File: src/rtl/gol_board_arbiter.sv
// Board RAM arbiter: shares one single-port RAM between the display scanout,
// the life update engine and the init/copy engine. Display has priority,
// with starvation override for the two background engines.
module gol_board_arbiter #(
   parameter int unsigned ADDR_W     = 12,
   parameter int unsigned STARVE_LIM = 8
) (
   input  logic              clk,
   input  logic              rst_n,
   // display read port
   input  logic              disp_req,
   input  logic [ADDR_W-1:0] disp_addr,
   output logic              disp_gnt,
   output logic              disp_rvalid,
   output logic              disp_rdata,
   // update-engine port
   input  logic              upd_req,
   input  logic              upd_we,
   input  logic [ADDR_W-1:0] upd_addr,
   input  logic              upd_wdata,
   output logic              upd_gnt,
   output logic              upd_rvalid,
   output logic              upd_rdata,
   // init/copy-engine port
   input  logic              ini_req,
   input  logic              ini_we,
   input  logic [ADDR_W-1:0] ini_addr,
   input  logic              ini_wdata,
   output logic              ini_gnt,
   output logic              ini_rvalid,
   output logic              ini_rdata,
   // board RAM
   output logic              mem_en,
   output logic              mem_we,
   output logic [ADDR_W-1:0] mem_addr,
   output logic              mem_wdata,
   input  logic              mem_rdata,
   // statistics
   output logic [15:0]       disp_miss_cnt
);

   localparam int unsigned CNT_W  = $clog2(STARVE_LIM) + 1;
   localparam int unsigned MISS_W = 16;

   localparam logic [1:0] OWN_NONE = 2'd0;
   localparam logic [1:0] OWN_DISP = 2'd1;
   localparam logic [1:0] OWN_UPD  = 2'd2;
   localparam logic [1:0] OWN_INI  = 2'd3;

   logic              rr_q, rr_d;
   logic [CNT_W-1:0]  starve_upd_q, starve_upd_d;
   logic [CNT_W-1:0]  starve_ini_q, starve_ini_d;
   logic [1:0]        owner_q, owner_d;
   logic [MISS_W-1:0] miss_q, miss_d;

   logic d_req, u_req, i_req;
   logic u_starved, i_starved;
   logic g_d, g_u, g_i;

   // Requests are masked while reset is asserted so nothing is granted.
   assign d_req = disp_req & rst_n;
   assign u_req = upd_req  & rst_n;
   assign i_req = ini_req  & rst_n;

   assign u_starved = u_req & (starve_upd_q >= CNT_W'(STARVE_LIM));
   assign i_starved = i_req & (starve_ini_q >= CNT_W'(STARVE_LIM));

   // Grant selection: starved engines, then display, then round-robin.
   always_comb begin
      g_d = 1'b0;
      g_u = 1'b0;
      g_i = 1'b0;
      if (u_starved && i_starved) begin
         if (!rr_q) g_u = 1'b1;
         else       g_i = 1'b1;
      end else if (u_starved) begin
         g_u = 1'b1;
      end else if (i_starved) begin
         g_i = 1'b1;
      end else if (d_req) begin
         g_d = 1'b1;
      end else if (u_req && i_req) begin
         if (!rr_q) g_u = 1'b1;
         else       g_i = 1'b1;
      end else if (u_req) begin
         g_u = 1'b1;
      end else if (i_req) begin
         g_i = 1'b1;
      end
   end

   assign disp_gnt = g_d;
   assign upd_gnt  = g_u;
   assign ini_gnt  = g_i;

   // RAM command mux from the granted port; all zero when idle.
   always_comb begin
      mem_en    = 1'b0;
      mem_we    = 1'b0;
      mem_addr  = '0;
      mem_wdata = 1'b0;
      if (g_d) begin
         mem_en   = 1'b1;
         mem_addr = disp_addr;
      end else if (g_u) begin
         mem_en    = 1'b1;
         mem_we    = upd_we;
         mem_addr  = upd_addr;
         mem_wdata = upd_wdata;
      end else if (g_i) begin
         mem_en    = 1'b1;
         mem_we    = ini_we;
         mem_addr  = ini_addr;
         mem_wdata = ini_wdata;
      end
   end

   // Next-state: rr pointer, starvation counters, read owner tag, miss count.
   always_comb begin
      rr_d         = rr_q;
      starve_upd_d = '0;
      starve_ini_d = '0;
      owner_d      = OWN_NONE;
      miss_d       = miss_q;

      if ((!rr_q && g_u) || (rr_q && g_i)) rr_d = ~rr_q;

      if (u_req && !g_u) begin
         if (starve_upd_q < CNT_W'(STARVE_LIM)) starve_upd_d = starve_upd_q + CNT_W'(1);
         else                                   starve_upd_d = starve_upd_q;
      end
      if (i_req && !g_i) begin
         if (starve_ini_q < CNT_W'(STARVE_LIM)) starve_ini_d = starve_ini_q + CNT_W'(1);
         else                                   starve_ini_d = starve_ini_q;
      end

      if (g_d)                  owner_d = OWN_DISP;
      else if (g_u && !upd_we)  owner_d = OWN_UPD;
      else if (g_i && !ini_we)  owner_d = OWN_INI;

      if (d_req && !g_d && (miss_q != {MISS_W{1'b1}})) miss_d = miss_q + MISS_W'(1);
   end

   // State registers.
   always_ff @(posedge clk or negedge rst_n) begin
      if (!rst_n) begin
         rr_q         <= 1'b0;
         starve_upd_q <= '0;
         starve_ini_q <= '0;
         owner_q      <= OWN_NONE;
         miss_q       <= '0;
      end else begin
         rr_q         <= rr_d;
         starve_upd_q <= starve_upd_d;
         starve_ini_q <= starve_ini_d;
         owner_q      <= owner_d;
         miss_q       <= miss_d;
      end
   end

   // Read return: RAM data is shared, only the valid strobe follows the owner tag.
   assign disp_rvalid   = (owner_q == OWN_DISP);
   assign upd_rvalid    = (owner_q == OWN_UPD);
   assign ini_rvalid    = (owner_q == OWN_INI);
   assign disp_rdata    = mem_rdata;
   assign upd_rdata     = mem_rdata;
   assign ini_rdata     = mem_rdata;
   assign disp_miss_cnt = miss_q;

endmodule
File: config.mk
export PLATFORM = sky130hd
export DESIGN_NAME = gol_board_arbiter
export DESIGN_NICKNAME = d
export VERILOG_FILES = /design/src/rtl/gol_board_arbiter.sv
export SDC_FILE = /design/constraint.sdc
export NUM_CORES = 1
export LEC_CHECK = 0
export BUFFER_PORTS_ARGS = -buffer_cell sky130_fd_sc_hd__buf_2
export CAP_MARGIN = 30
export CORE_ASPECT_RATIO = 1.1
export CORE_MARGIN = 1
export CORE_UTILIZATION = 46
export DETAILED_ROUTE_END_ITERATION = 8
export PLACE_DENSITY = 0.78
export SETUP_SLACK_MARGIN = 0.1
export SLEW_MARGIN = 5
export SYNTH_ARGS = -nofsm -noshare
export SYNTH_HDL_FRONTEND = slang
export SYNTH_SLANG_ARGS = --single-unit
export TNS_END_PERCENT = 1
File: constraint.sdc
create_clock -name clk -period 2.3 [get_ports clk]
set_clock_uncertainty 0.05 [all_clocks]
set_input_delay 0.23 -clock clk [delete_from_list [all_inputs] [get_ports clk]]
set_output_delay 0.23 -clock clk [all_outputs]
set_load 0.005 [all_outputs]
-- After elaboration in Yosys (flattened, before gate mapping)
Index checks and enable logic that the tools add are counted.
- add/subtract/negate cells: 3
- $mul: 0
- divide/modulo/power cells: 0
- magnitude comparators: 4
- equality and inequality tests: 6
- shifts and indexed selects: 0
- mux-type cells: 38
- bitwise operators: 6
- reduce and logical (&&, ||, !) cells: 17
- operators by type and width (cell ; number):
    $mux 12 ; 3
    $mux 1 ; 28
    $add 16x1->16 const B ; 1
    $mux 4 ; 4
    $ne 16x16->1 const B ; 1
    $logic_and 1x1->1 ; 10
    $add 4x1->4 const B ; 2
    $ge 4x4->1 const B ; 2
    $lt 4x4->1 const B ; 2
    $logic_not 1->1 ; 6
    $mux 2 ; 3
    $and 1x1->1 ; 5
    $eq 2x2->1 const B ; 2
    $ne 2x1->1 const B ; 2
    $eq 2x1->1 const B ; 1
    $logic_or 1x1->1 ; 1
    $not 1->1 ; 1
- register bits after elaboration: 27
- bits in latches: 0
- memory bits (writable): 0
- ROM bits: 0
- output and inout bits: 40
- logic and storage cells: 79
- memories: 0

-- Logic depth before layout (Yosys ltp)
Gate-level depths: netlist of the first run.
- word-level depth: 12
- gate-level depth with buffers: 7
- mapped depth without buffers: 5

-- Least setup slack after synthesis of the first run
OpenSTA, ideal clock, no wires.
- path kind: register to output
- start point: register starve_upd_q[3]
- end point: output mem_addr[10]
- data arrival time: 1.450 ns
- required time: 2.020 ns
- slack: 0.570 ns
- stages on the path, launching flop included: 8
- path buffers: 2
- cells stage by stage: dfrtp_1 buf_4 nand2b_1 o211ai_1 nand2_1 inv_2 buf_2 o31ai_1
- elaborated cells between the ends (all ways): 12
- RTL lines (element ; RTL line ; RTL):
    from (decl) ; 51 ; logic [CNT_W-1:0] starve_upd_q, starve_upd_d;
    from (signal assigned) ; 154 ; starve_upd_q <= starve_upd_d;
    $ge 4x4->1 * ; 65 ; assign u_starved = u_req & (starve_upd_q >= CNT_W'(STARVE_LIM));
    $and 1x1->1 * ; 65 ;
    $mux 1 or $logic_and 1x1->1 (tied branches) ; 76, 73 ;
    $mux 1 * ; 73 ; if (u_starved && i_starved) begin
    net upd_gnt ; 21 ; output logic upd_gnt,
    $mux 12 * ; 105 ; end else if (g_u) begin
    $mux 12 * ; 102 ; if (g_d) begin
    to (decl) ; 35 ; output logic [ADDR_W-1:0] mem_addr,
Mark *: on every way through the listed nets, which the timed path passes. The rest lies on a longest branch.

-- Worst setup path after layout of the first run
- start point: register starve_upd_q[3]
- end point: output mem_addr[9]
- cells in the longest elaborated chain, start to end: 7
- elaborated cells between the ends (all ways): 12
- RTL lines (element ; RTL line ; RTL):
    $ge 4x4->1 * ; 65 ;
    $and 1x1->1 * ; 65 ;
    $mux 1 or $logic_and 1x1->1 (tied branches) ; 76, 73 ;
    $mux 1 ; 73 ;
    $mux 12 ; 110 ; end else if (g_i) begin
    $mux 12 ; 105 ;
    $mux 12 * ; 102 ;
Every way passes the cells marked *; elsewhere a longest branch is shown, timed or not.

==> results of run 1 <==
==> final timing paths <==
kind / from / slack (ns) / end
setup / recovery: starve_upd_q[3] / 0.23 / mem_addr[9]
hold / removal: upd_we / 0.1 / owner_q[1]
setup reg to reg: disp_miss_cnt[0] / 0.41 / disp_miss_cnt[8]
hold reg to reg: disp_miss_cnt[5] / 0.45 / disp_miss_cnt[5]
max in group asynchronous: rst_n / 1.49 / rr_q
min in group asynchronous: rst_n / 0.12 / disp_miss_cnt[3]
==> kinds of logic after synthesis <==
kind of cell,synth area share
AO/OA/AOI/OAI,0.184
buffers and inverters,0.0653
multiplexers,0.0139
AND/OR/NAND/NOR,0.240
XOR/XNOR,0.0875
adder cells (fa/ha/maj),0.0347
flip-flops,0.375
==> power by group through the flow <==
stage / Sequential (mW) / Combinational, mW / Clock, mW
final: 0.512 / 0.247 / 0.265
after global routing: 0.516 / 0.280 / 0.297
after CTS: 0.509 / 0.242 / 0.272
after detailed placement: 0.518 / 0.234 / 0
after global placement: 0.516 / 0.231 / 0
after floorplan: 0.512 / 0.133 / 0
==> metal layers <==
metal  GRT usage  routed length [µm]
met5           0                   0
met4      0.0556                  38
met3      0.0364                 239
met2       0.384                2300
met1       0.262                1770
==> timing repair <==
item | 4_1_cts | 5_1_grt
setup buffers | 2 | 3
setup endpoints to repair | 11 | 15
hold endpoints to repair | 9 | 2
hold buffers | 2 | 1
resized for setup | 0 | 7
pin swaps | 1 | 0
==> stage by stage <==
step | power, mW | setup WS (ns) | utilization
6_report | 1.02 | 0.233 | 0.646
5_1_grt | 1.09 | 0.104 | 0.646
4_1_cts | 1.02 | 0.0853 | 0.632
3_5_place_dp | 0.752 | 0.359 | 0.611
3_3_place_gp | 0.747 | 0.394 | 0.611
2_1_floorplan | 0.645 | 0.570 | -
==> final cells by class <==
cell class	count	area, µm²	area share
sequential	27	679	0.285
multi-input combinational	144	1020	0.430
tap	50	62.6	0.0263
inverter	16	60.1	0.0252
clock buffer	4	45.0	0.0189
timing repair buffer	94	510	0.214
==> registers in the layout, indices dropped and copies added (netlist names) <==
register / flops
starve_ini_q: 4
rr_q: 1
owner_q: 2
starve_upd_q: 4
disp_miss_cnt: 16
==> worst register-to-register path: stages, from the launching register on <==
cell and delay, ns:
sky130_fd_sc_hd__dfrtp_1 0.43, sky130_fd_sc_hd__ha_1 0.25, sky130_fd_sc_hd__inv_1 0.09, sky130_fd_sc_hd__or4_4 0.58, sky130_fd_sc_hd__nor3_1 0.23, sky130_fd_sc_hd__xor2_1 0.19
==> synthesized netlist by cell type (all sizes together) (3+ instances only) <==
master / number
xor2: 11
buf: 8
nor3: 14
nor2b: 7
nor4: 4
dfrtp: 27
xnor2: 7
o31ai: 9
a21oi: 9
inv: 16
ha: 5
nor2: 9
nand2: 14
o21ai: 3
nand3: 13
a32oi: 12
nand4: 6
==> cells in the final DEF, fill, tap and decap left out, types with 2 or more instances in the layout <==
| master | n |
|---|---|
| sky130_fd_sc_hd__buf_2 | 81 |
| sky130_fd_sc_hd__dfrtp_1 | 24 |
| sky130_fd_sc_hd__inv_1 | 15 |
| sky130_fd_sc_hd__nand2_1 | 14 |
| sky130_fd_sc_hd__nand3_1 | 13 |
| sky130_fd_sc_hd__nor3_1 | 13 |
| sky130_fd_sc_hd__a32oi_1 | 12 |
| sky130_fd_sc_hd__xor2_1 | 11 |
| sky130_fd_sc_hd__buf_4 | 9 |
| sky130_fd_sc_hd__o31ai_1 | 8 |
| sky130_fd_sc_hd__nor2_1 | 8 |
| sky130_fd_sc_hd__a21oi_1 | 8 |
| sky130_fd_sc_hd__nor2b_1 | 7 |
| sky130_fd_sc_hd__xnor2_1 | 7 |
| sky130_fd_sc_hd__nand4_1 | 6 |
| sky130_fd_sc_hd__ha_1 | 5 |
| sky130_fd_sc_hd__nor4_2 | 3 |
| sky130_fd_sc_hd__clkbuf_8 | 3 |
| sky130_fd_sc_hd__dfrtp_2 | 3 |
| sky130_fd_sc_hd__a211o_1 | 2 |
| sky130_fd_sc_hd__o21ai_0 | 2 |
| sky130_fd_sc_hd__a31oi_1 | 2 |
| sky130_fd_sc_hd__and3_1 | 2 |
| sky130_fd_sc_hd__and4_1 | 2 |
| sky130_fd_sc_hd__dlygate4sd3_1 | 2 |
==> run metrics, run 1 <==
run status complete, no violations; first-pass GRT wire length 6.73 mm; Die Wd between 60 and 70 µm; fraction of layout cells with a size suffix above 1 0.386; worst supply voltage drop on vdd 0.000216 V; critical path arrival roughly 1.8 ns; number of warnings reported in the yosys synthesis log 0; portion of synthesized cell area occupied by the leading cell type 0.375; most area-consuming cells after synthesis sky130_fd_sc_hd__dfrtp_1 38%, sky130_fd_sc_hd__a32oi_1 5.8%, sky130_fd_sc_hd__xor2_1 5.3%; weighted congestion at the end of routability-driven global placement 0.804; via count of the first global-routing pass 1561; Finish-stage setup viols 0; pin count of the biggest net entering global routing 19; dpl cell area approximately 0.0022 mm²; unrepaired setup endpoints after global routing no; worst max-slew margin expressed relative to the limit 0.655; NetSw between 200 and 300 µW; Clk pwr share 0.259; Period minus WS final a little over 2 ns; Startpoint Class flop; Critical Path, Cell by Cell nand2b_2 -> a2111oi_4 -> buf_4 -> a32oi_1 -> a21oi_1 -> buf_2; core box area 0.00368 mm²; number of instances in the synthesized netlist ~200; Max Cap Viol 0; largest fanout on the critical path 7; number of buffers created by CTS 3; number of synthesized flops with an enable pin 0; number of diodes 0; num rows 23; Sum Neg Setup Slack 0 ns; detailed-placement wirelength estimate 3.30 mm; proportion of power drawn by flip-flops and latches 0.500; die height 67.6 µm; number of ports placed on the die boundary between 80 and 90; Cells on Worst Hold Path 2; total number of H-tree levels 1; slowest stage delay, CP between 0.4 and 0.5 ns; Distinct cells, synth slightly above 40; number of synthesized register bits 27; critical-path cell with the highest stage delay sky130_fd_sc_hd__dfrtp_2; Clk Latency, worst-skew pair 0.27 ns; root buffer cell sky130_fd_sc_hd__clkbuf_8; post-synth top area cell sky130_fd_sc_hd__dfrtp_1; CP required ~2.0 ns; layout filler cell count 339; DRC violation count after routing 0; stages on the worst setup path 6; buffers from clock root to sink, at most 2; drt first pass iters 4; netlist area before placement 0.00180 mm²; count of buffers inserted at the top-level ports 81; Total Nets Final 337; total placed cells including tap cells 323; worst-case reg-to-reg path depth 5; total number of clock tree sinks 27; type of the worst min-delay path input port to flop; starting DRC count in detailed routing 79; Die Footprint 0.00417 mm²; detailed-route via count 1799; ys flop type sky130_fd_sc_hd__dfrtp_1; Overall Global Routing Usage 0.215; leakage power figure about 1.2 nW; sequential share of the synthesized area 0.375; mean area per synthesized cell between 9 and 10 µm²; asr flop ratio synth 1.00; final cell count without fillers 335; Net Sw Frac 0.288; part of the total power dissipated in combinational logic 0.241; Buf+Inv Stages, Crit Path 2; remaining global-route overflow 0; fraction of the cycle the final worst path needs 0.899; starting density of the core 0.489; DR vias/cell 5.37; Synth Net Count approximately 250; Max Freq approximately 480 MHz; number of antenna violations at the first check in global routing 0; endpoint class of the critical path output port; worst hold-check slack 0.0976 ns; cell type group with the largest total delay on the critical path compound AO/OA/AOI/OAI gates; TritonCTS clock tree yes; classification of the worst setup path flop to output port; internal power 729 µW; drt wl/cell ~13 µm; slew at the pin closest to its max-slew limit 0.513 ns; Final Hold Violating Endpoints 0; aggregate routed wire length 4.35 mm; PwrDens 430 mW/mm²; final antenna-violating net count 0; synth-to-layout area growth 32.2%; clock transition at the registers of the reported paths 0.09 ns; final number of max-transition violations 0; summed area of non-filler cells in the final layout 0.00238 mm²
No activity file was read; power rests on OpenSTA's default activity.
==> inputs of run 2 (changes only) <==
--- a/config.mk
+++ b/config.mk
@@ -11,7 +11,7 @@
 export CORE_MARGIN = 1
 export CORE_UTILIZATION = 46
 export DETAILED_ROUTE_END_ITERATION = 8
-export PLACE_DENSITY = 0.78
+export PLACE_DENSITY = 0.85
 export SETUP_SLACK_MARGIN = 0.1
 export SLEW_MARGIN = 5
 export SYNTH_ARGS = -nofsm -noshare
==> run 2 against run 1 <==
Net effect:
- maximum frequency shrank 1.0%
- clock-buffer cell count is the same
- via count grew 1.8%
- wire length grew 5.9%
- utilization shrank 0.54 points
- first-iteration DRC count grew 58%
- sequential cell count is the same
- combinational power grew 3%
- global-route usage grew 0.87 points
- critical endpoint is now mem_addr[2]
==> run metrics, run 2 (synthesized netlist as in run 1, its figures left out) <==
run status complete, no violations; critical path arrival 1.81 ns (+0.02 ns); first-pass GRT wire length 7.14 mm (+6.0%); CP required 2.02 ns (about the same); via count of the first global-routing pass 1652 (+5.8%); drt first pass iters 4 (unchanged); Global Route met1 Usage 0.267 (+0.00547); commonest non-fill, non-tap cell in the layout sky130_fd_sc_hd__buf_2; Final Hold Violating Endpoints 0 (unchanged); dpl cell area 0.00226 mm² (+0.33%); met2 track utilization from global routing 0.410 (+0.0255); detailed-route via count 1832 (+1.8%); Overall Global Routing Usage 0.223 (+0.00867); number of antenna violations at the first check in global routing 0 (unchanged); setup slack of the critical path after layout 0.211 ns (-0.0216 ns); total number of clock tree sinks 27 (unchanged); synth-to-layout area growth 31.0%; worst setup timing slack at the placement stage 0.353 ns (-0.00610 ns); count of buffers inserted at the top-level ports 81 (unchanged); final standard cell utilization of the core 0.641 (-0.00543); total placed cells including tap cells 324 (+0.31%); most used cells in the layout excluding fill and tap cells 81 x sky130_fd_sc_hd__buf_2, 25 x sky130_fd_sc_hd__dfrtp_1, 15 x sky130_fd_sc_hd__inv_1, 14 x sky130_fd_sc_hd__nand2_1; fraction of layout cells with a size suffix above 1 0.384 (-0.00216); TritonCTS clock tree yes; flip-flop count of the largest register after layout 16 (unchanged); starting density of the core 0.489 (unchanged); weighted congestion at the end of routability-driven global placement 0.818 (+1.7%); drt wl/cell 13.8 µm (+6.2%); Startpoint Class flop; number of buffers created by CTS 3 (unchanged); unrepaired setup endpoints after global routing yes; final antenna-violating net count 0 (unchanged); Sum Neg Setup Slack 0 ns (unchanged); clock transition at the registers of the reported paths 0.09 ns (about the same); Die Wd 61.7 µm (unchanged); slew at the pin closest to its max-slew limit 0.548 ns (+0.0346 ns); detailed-placement wirelength estimate 3.53 mm (+6.8%); type of the worst min-delay path input port to flop; leakage power figure 1.22 nW (-1.2%); root buffer cell sky130_fd_sc_hd__clkbuf_8; aggregate routed wire length 4.61 mm (+5.9%); worst max-slew margin expressed relative to the limit 0.632 (-0.0233); met3 track demand over resource 0.0345 (-0.00192); layout filler cell count 333 (-1.8%); fraction of the cycle the final worst path needs 0.908 (+0.00937); PwrDens 437 mW/mm² (+1.7%); worst hold-check slack 0.0998 ns (+0.00225 ns); post-route total power 1.03 mW (+0.85%); Die Footprint 0.00417 mm² (unchanged); number of diodes 0 (unchanged); DRC violation count after routing 0 (unchanged); number of ports placed on the die boundary 86 (unchanged); classification of the worst setup path flop to output port; final cell count without fillers 334 (-0.30%); endpoint class of the critical path output port; Max Cap Viol 0 (unchanged); final number of max-transition violations 0 (unchanged); worst supply voltage drop on vdd 0.000338 V (+57%); Period minus WS final 2.09 ns (+0.0216 ns); buffers from clock root to sink, at most 2 (unchanged); DR vias/cell 5.49 (+2.1%); Max Freq 479 MHz (-1.0%); starting DRC count in detailed routing 125 (+58%); Finish-stage setup viols 0 (unchanged); Top Usage Layer GRT met2; Total Nets Final 336 (-0.30%); total number of H-tree levels 1 (unchanged); summed area of non-filler cells in the final layout 0.00236 mm² (-0.84%); pin count of the biggest net entering global routing 16 (-3); Clk Latency, worst-skew pair 0.27 ns (about the same); largest fanout on the critical path 7 (unchanged); core box area 0.00368 mm² (unchanged); num rows 23 (unchanged); remaining global-route overflow 0 (unchanged); die height 67.6 µm (unchanged)
-- run 2: critical path, cell delays in order (launching register included) --
cell and delay (ns):
sky130_fd_sc_hd__dfrtp_2 0.46, sky130_fd_sc_hd__nand2b_1 0.22, sky130_fd_sc_hd__a2111oi_4 0.34, sky130_fd_sc_hd__buf_4 0.19, sky130_fd_sc_hd__a32oi_1 0.07, sky130_fd_sc_hd__a21oi_1 0.15, sky130_fd_sc_hd__buf_2 0.12
-- run 2: path summary, 6_finish.rpt --
check | start | to | slack [ns] | cells past startpoint
worst max-delay path | starve_upd_q[3] | mem_addr[2] | 0.21 | 6
worst min-delay path | upd_we | owner_q[1] | 0.1 | 2
worst max register to register | disp_miss_cnt[0] | disp_miss_cnt[10] | 0.41 | 5
worst min register to register | disp_miss_cnt[5] | disp_miss_cnt[5] | 0.45 | 1
max in group asynchronous | rst_n | starve_ini_q[3] | 1.23 | 3
min in group asynchronous | rst_n | starve_upd_q[3] | 0.39 | 2
-- run 2: power by group --
part	switching, mW	total, mW	internal, mW
clock	0.145	0.269	0.124
combinational	0.137	0.255	0.118
sequential	0.0194	0.509	0.489
total	0.301	1.03	0.732
-- run 2: final cells by class --
type / count / area, µm² / area share
multi-input cells: 144 / 1010 / 0.429
flip-flops and latches: 27 / 678 / 0.287
repair buffers: 93 / 500 / 0.212
inverters: 16 / 62.6 / 0.0265
well taps: 50 / 62.6 / 0.0265
clock buffers: 4 / 45.0 / 0.0191
-- run 2: layer usage --
metal	vias to the layer above	share of wire
met5	-	0
met2	60	0.54
met1	874	0.41
li1	896	-
met3	2	0.050
met4	0	0.0028
-- run 2: repair_timing --
item | 4_1_cts | 5_1_grt
hold endpoints to repair | 27 | 0
pin swaps | 1 | 0
resized for setup | 0 | 5
setup buffers | 2 | 2
endpoints found under the setup margin | 6 | 15
hold buffers | 2 | 0
==> inputs of run 3 (changes only) <==
--- a/config.mk
+++ b/config.mk
@@ -5,13 +5,14 @@
 export SDC_FILE = /design/constraint.sdc
 export NUM_CORES = 1
 export LEC_CHECK = 0
+export ABC_AREA = 1
 export BUFFER_PORTS_ARGS = -buffer_cell sky130_fd_sc_hd__buf_2
 export CAP_MARGIN = 30
 export CORE_ASPECT_RATIO = 1.1
 export CORE_MARGIN = 1
-export CORE_UTILIZATION = 46
+export CORE_UTILIZATION = 48
 export DETAILED_ROUTE_END_ITERATION = 8
-export PLACE_DENSITY = 0.85
+export PLACE_DENSITY = 0.86
 export SETUP_SLACK_MARGIN = 0.1
 export SLEW_MARGIN = 5
 export SYNTH_ARGS = -nofsm -noshare
==> run 3 against run 2 <==
Net effect:
- sequential power grew 17%
- die area up 5.1%
- worst hold slack better by 0.058 ns
- critical endpoint is now mem_we
==> run metrics, run 3 <==
run status complete, no violations; first-pass GRT wire length 8.59 mm (+20%); portion of synthesized cell area occupied by the leading cell type 0.342 (-0.0334); number of synthesized flops with an enable pin 0 (unchanged); netlist area before placement 0.00198 mm² (+9.8%); Clk pwr share 0.229 (-0.031); root buffer cell sky130_fd_sc_hd__clkbuf_8; worst supply voltage drop on vdd 0.000289 V (-14%); mean area per synthesized cell 6.59 µm² (-28%); flip-flop count of the largest register after layout 16 (unchanged); starting density of the core 0.499 (+0.00992); proportion of power drawn by flip-flops and latches 0.501 (+0.008); largest fanout on the critical path 18 (+11); core box area 0.00396 mm² (+7.6%); aggregate routed wire length 5.08 mm (+10%); Sum Neg Setup Slack 0 ns (unchanged); Top Usage Layer GRT met2; Max Cap Viol 0 (unchanged); most used cells in the layout excluding fill and tap cells 129 x sky130_fd_sc_hd__nand2_1, 81 x sky130_fd_sc_hd__buf_2, 39 x sky130_fd_sc_hd__nand3_1, 27 x sky130_fd_sc_hd__dfrtp_1, 25 x sky130_fd_sc_hd__inv_1; layout filler cell count 370 (+11%); asr flop ratio synth 1.00 (unchanged); top post-synthesis cells by count 129 x sky130_fd_sc_hd__nand2_1, 39 x sky130_fd_sc_hd__nand3_1, 27 x sky130_fd_sc_hd__dfrtp_1; CP required 2.02 ns (about the same); number of buffers created by CTS 3 (unchanged); count of buffers inserted at the top-level ports 81 (unchanged); post-synth top area cell sky130_fd_sc_hd__dfrtp_1; worst hold-check slack 0.157 ns (+0.0576 ns); Clk Latency, worst-skew pair 0.28 ns (about the same); via count of the first global-routing pass 2049 (+24%); Period minus WS final 2.04 ns (-0.0505 ns); TritonCTS clock tree yes; classification of the worst setup path flop to output port; synth-to-layout area growth 24.1%; Final Hold Violating Endpoints 0 (unchanged); DR vias/cell 5.13 (-6.5%); Distinct cells, synth 25 (-39%); most area-consuming cells after synthesis sky130_fd_sc_hd__dfrtp_1 34%, sky130_fd_sc_hd__nand2_1 24%, sky130_fd_sc_hd__nand3_1 9.9%; remaining global-route overflow 0 (unchanged); type of the worst min-delay path input port to flop; met3 track demand over resource 0.0280 (-0.00652); part of the total power dissipated in combinational logic 0.270 (+0.023); critical path arrival 1.76 ns (-0.05 ns); met2 track utilization from global routing 0.443 (+0.0333); Overall Global Routing Usage 0.244 (+0.0202); DRC violation count after routing 0 (unchanged); number of diodes 0 (unchanged); Finish-stage setup viols 0 (unchanged); buffers from clock root to sink, at most 2 (unchanged); fraction of the cycle the final worst path needs 0.886 (-0.0220); number of instances in the synthesized netlist 300 (+52%); detailed-placement wirelength estimate 3.94 mm (+12%); Total Nets Final 431 (+28%); endpoint class of the critical path output port; PwrDens 482 mW/mm² (+10%); Buf+Inv Stages, Crit Path 3 (+1); Register-to-Register Setup Slack 0.54 ns (+0.13 ns); worst setup timing slack at the placement stage 0.486 ns (+0.133 ns); cell type group with the largest total delay on the critical path simple AND/OR/NAND/NOR gates; pin count of the biggest net entering global routing 27 (+11); leakage power figure 1.34 nW (+9.6%); unrepaired setup endpoints after global routing no; weighted congestion at the end of routability-driven global placement 0.872 (+6.7%); drt wl/cell 11.8 µm (-15%); Global Route met1 Usage 0.289 (+0.0216); commonest non-fill, non-tap cell in the layout sky130_fd_sc_hd__nand2_1; Synth Net Count 351 (+42%); number of synthesized register bits 27 (unchanged); internal power 791 µW (+8.1%); ys flop type sky130_fd_sc_hd__dfrtp_1; number of ports placed on the die boundary 86 (unchanged); Startpoint Class flop; Net Sw Frac 0.332 (+0.0405); total number of H-tree levels 1 (unchanged); final number of max-transition violations 0 (unchanged); most frequent cell on the critical path sky130_fd_sc_hd__nand2_1; num rows 24 (+4.3%); NetSw 393 µW (+31%); most instantiated library cell after synthesis sky130_fd_sc_hd__nand2_1; total number of clock tree sinks 27 (unchanged); worst max-slew margin expressed relative to the limit 0.749 (+0.118); critical-path cell with the highest stage delay sky130_fd_sc_hd__dfrtp_1; slowest stage delay, CP 0.35 ns (-0.11 ns); starting DRC count in detailed routing 197 (+58%); Critical Path, Cell by Cell inv_1 -> nor2_4 -> nand4_4 -> nand2_1 -> inv_1 -> nand2_1 -> nand2_1 -> buf_2; Max Freq 491 MHz (+2.5%); fraction of layout cells with a size suffix above 1 0.266 (-0.117); clock transition at the registers of the reported paths 0.09 ns (about the same); detailed-route via count 2211 (+21%); sequential share of the synthesized area 0.342 (-0.0334); number of antenna violations at the first check in global routing 0 (unchanged); drt first pass iters 5 (+1); die height 69.3 µm (+2.5%); final antenna-violating net count 0 (unchanged); slew at the pin closest to its max-slew limit 0.375 ns (-0.173 ns); number of warnings reported in the yosys synthesis log 0 (unchanged); Die Footprint 0.00438 mm² (+5.1%); setup slack of the critical path after layout 0.262 ns (+0.0505 ns); Die Wd 63.2 µm (+2.5%)
run 3: cell types whose count changed after synthesis, moves of 4 or more:
cell                      before  now
sky130_fd_sc_hd__xor2_1       11    0
sky130_fd_sc_hd__nand2_1      14  129
sky130_fd_sc_hd__nor2_1        8   21
sky130_fd_sc_hd__inv_1        15   25
sky130_fd_sc_hd__nor2b_1       7    0
sky130_fd_sc_hd__o31ai_1       9    0
sky130_fd_sc_hd__nor3_1       13    1
sky130_fd_sc_hd__nand3_1      13   39
sky130_fd_sc_hd__a32oi_1      12    0
sky130_fd_sc_hd__nor2_4        0    4
sky130_fd_sc_hd__o21ai_0       2    7
run 3: metrics by stage:
step           cell area [µm²]  power, mW  utilization  std cells
4_1_cts                   2450       1.19        0.618        431
3_5_place_dp              2390      0.917        0.604        426
2_1_floorplan             1980      0.775            -        300
6_report                  2450       1.18        0.619        431
5_1_grt                   2450       1.27        0.619        431
3_3_place_gp              2390      0.908        0.604        426
run 3: what timing repair did:
action                                  4_1_cts  5_1_grt
hold buffers                                  1        0
endpoints found under the hold margin        15        0
endpoints found under the setup margin        0        3
gates resized for setup                       0        1
setup buffers                                 0        0
run 3: layout make-up:
class | instances | area [µm²] | area share
Tap cell | 52 | 65.1 | 0.0265
Sequential cell | 27 | 676 | 0.275
Multi-Input combinational cell | 236 | 1130 | 0.461
Timing Repair Buffer | 84 | 430 | 0.175
Clock inverter | 1 | 5.00 | 0.00204
Clock buffer | 3 | 41.3 | 0.0168
Inverter | 28 | 105 | 0.0428
run 3: cells by family (layout without fill, tap and decap cells):
| logic type | Yosys count | after routing | synth area share |
|---|---|---|---|
| simple gates | 211 | 211 | 0.474 |
| buf+inv | 37 | 116 | 0.0885 |
| flops | 27 | 27 | 0.342 |
| compound gates | 13 | 13 | 0.0329 |
| xor+xnor | 7 | 7 | 0.0310 |
| fa+ha+maj | 5 | 5 | 0.0316 |
run 3: worst paths after layout:
path / startpoint / to / cells after the start
max: starve_ini_q[3] / mem_we / 8
min: ini_we / owner_q[0] / 2
max reg2reg: disp_miss_cnt[0] / disp_miss_cnt[10] / 7
min reg2reg: starve_upd_q[2] / starve_upd_q[2] / 2
max in group asynchronous: rst_n / disp_miss_cnt[10] / 3
min in group asynchronous: rst_n / rr_q / 2
run 3: layer usage:
layer  up-vias  share of wire  routed length [µm]
li1       1099              -                   -
met1      1001           0.41                2070
met2       104           0.51                2600
met3         7          0.068                 345
met4         0          0.014                  72
met5         -              0                   0
run 3: power by group through the flow:
stage / clock (mW) / combinational, mW / sequential [mW]
3_3_place_gp: 0 / 0.310 / 0.599
6_report: 0.271 / 0.319 / 0.593
4_1_cts: 0.276 / 0.321 / 0.591
5_1_grt: 0.300 / 0.369 / 0.605
2_1_floorplan: 0 / 0.183 / 0.591
3_5_place_dp: 0 / 0.317 / 0.600
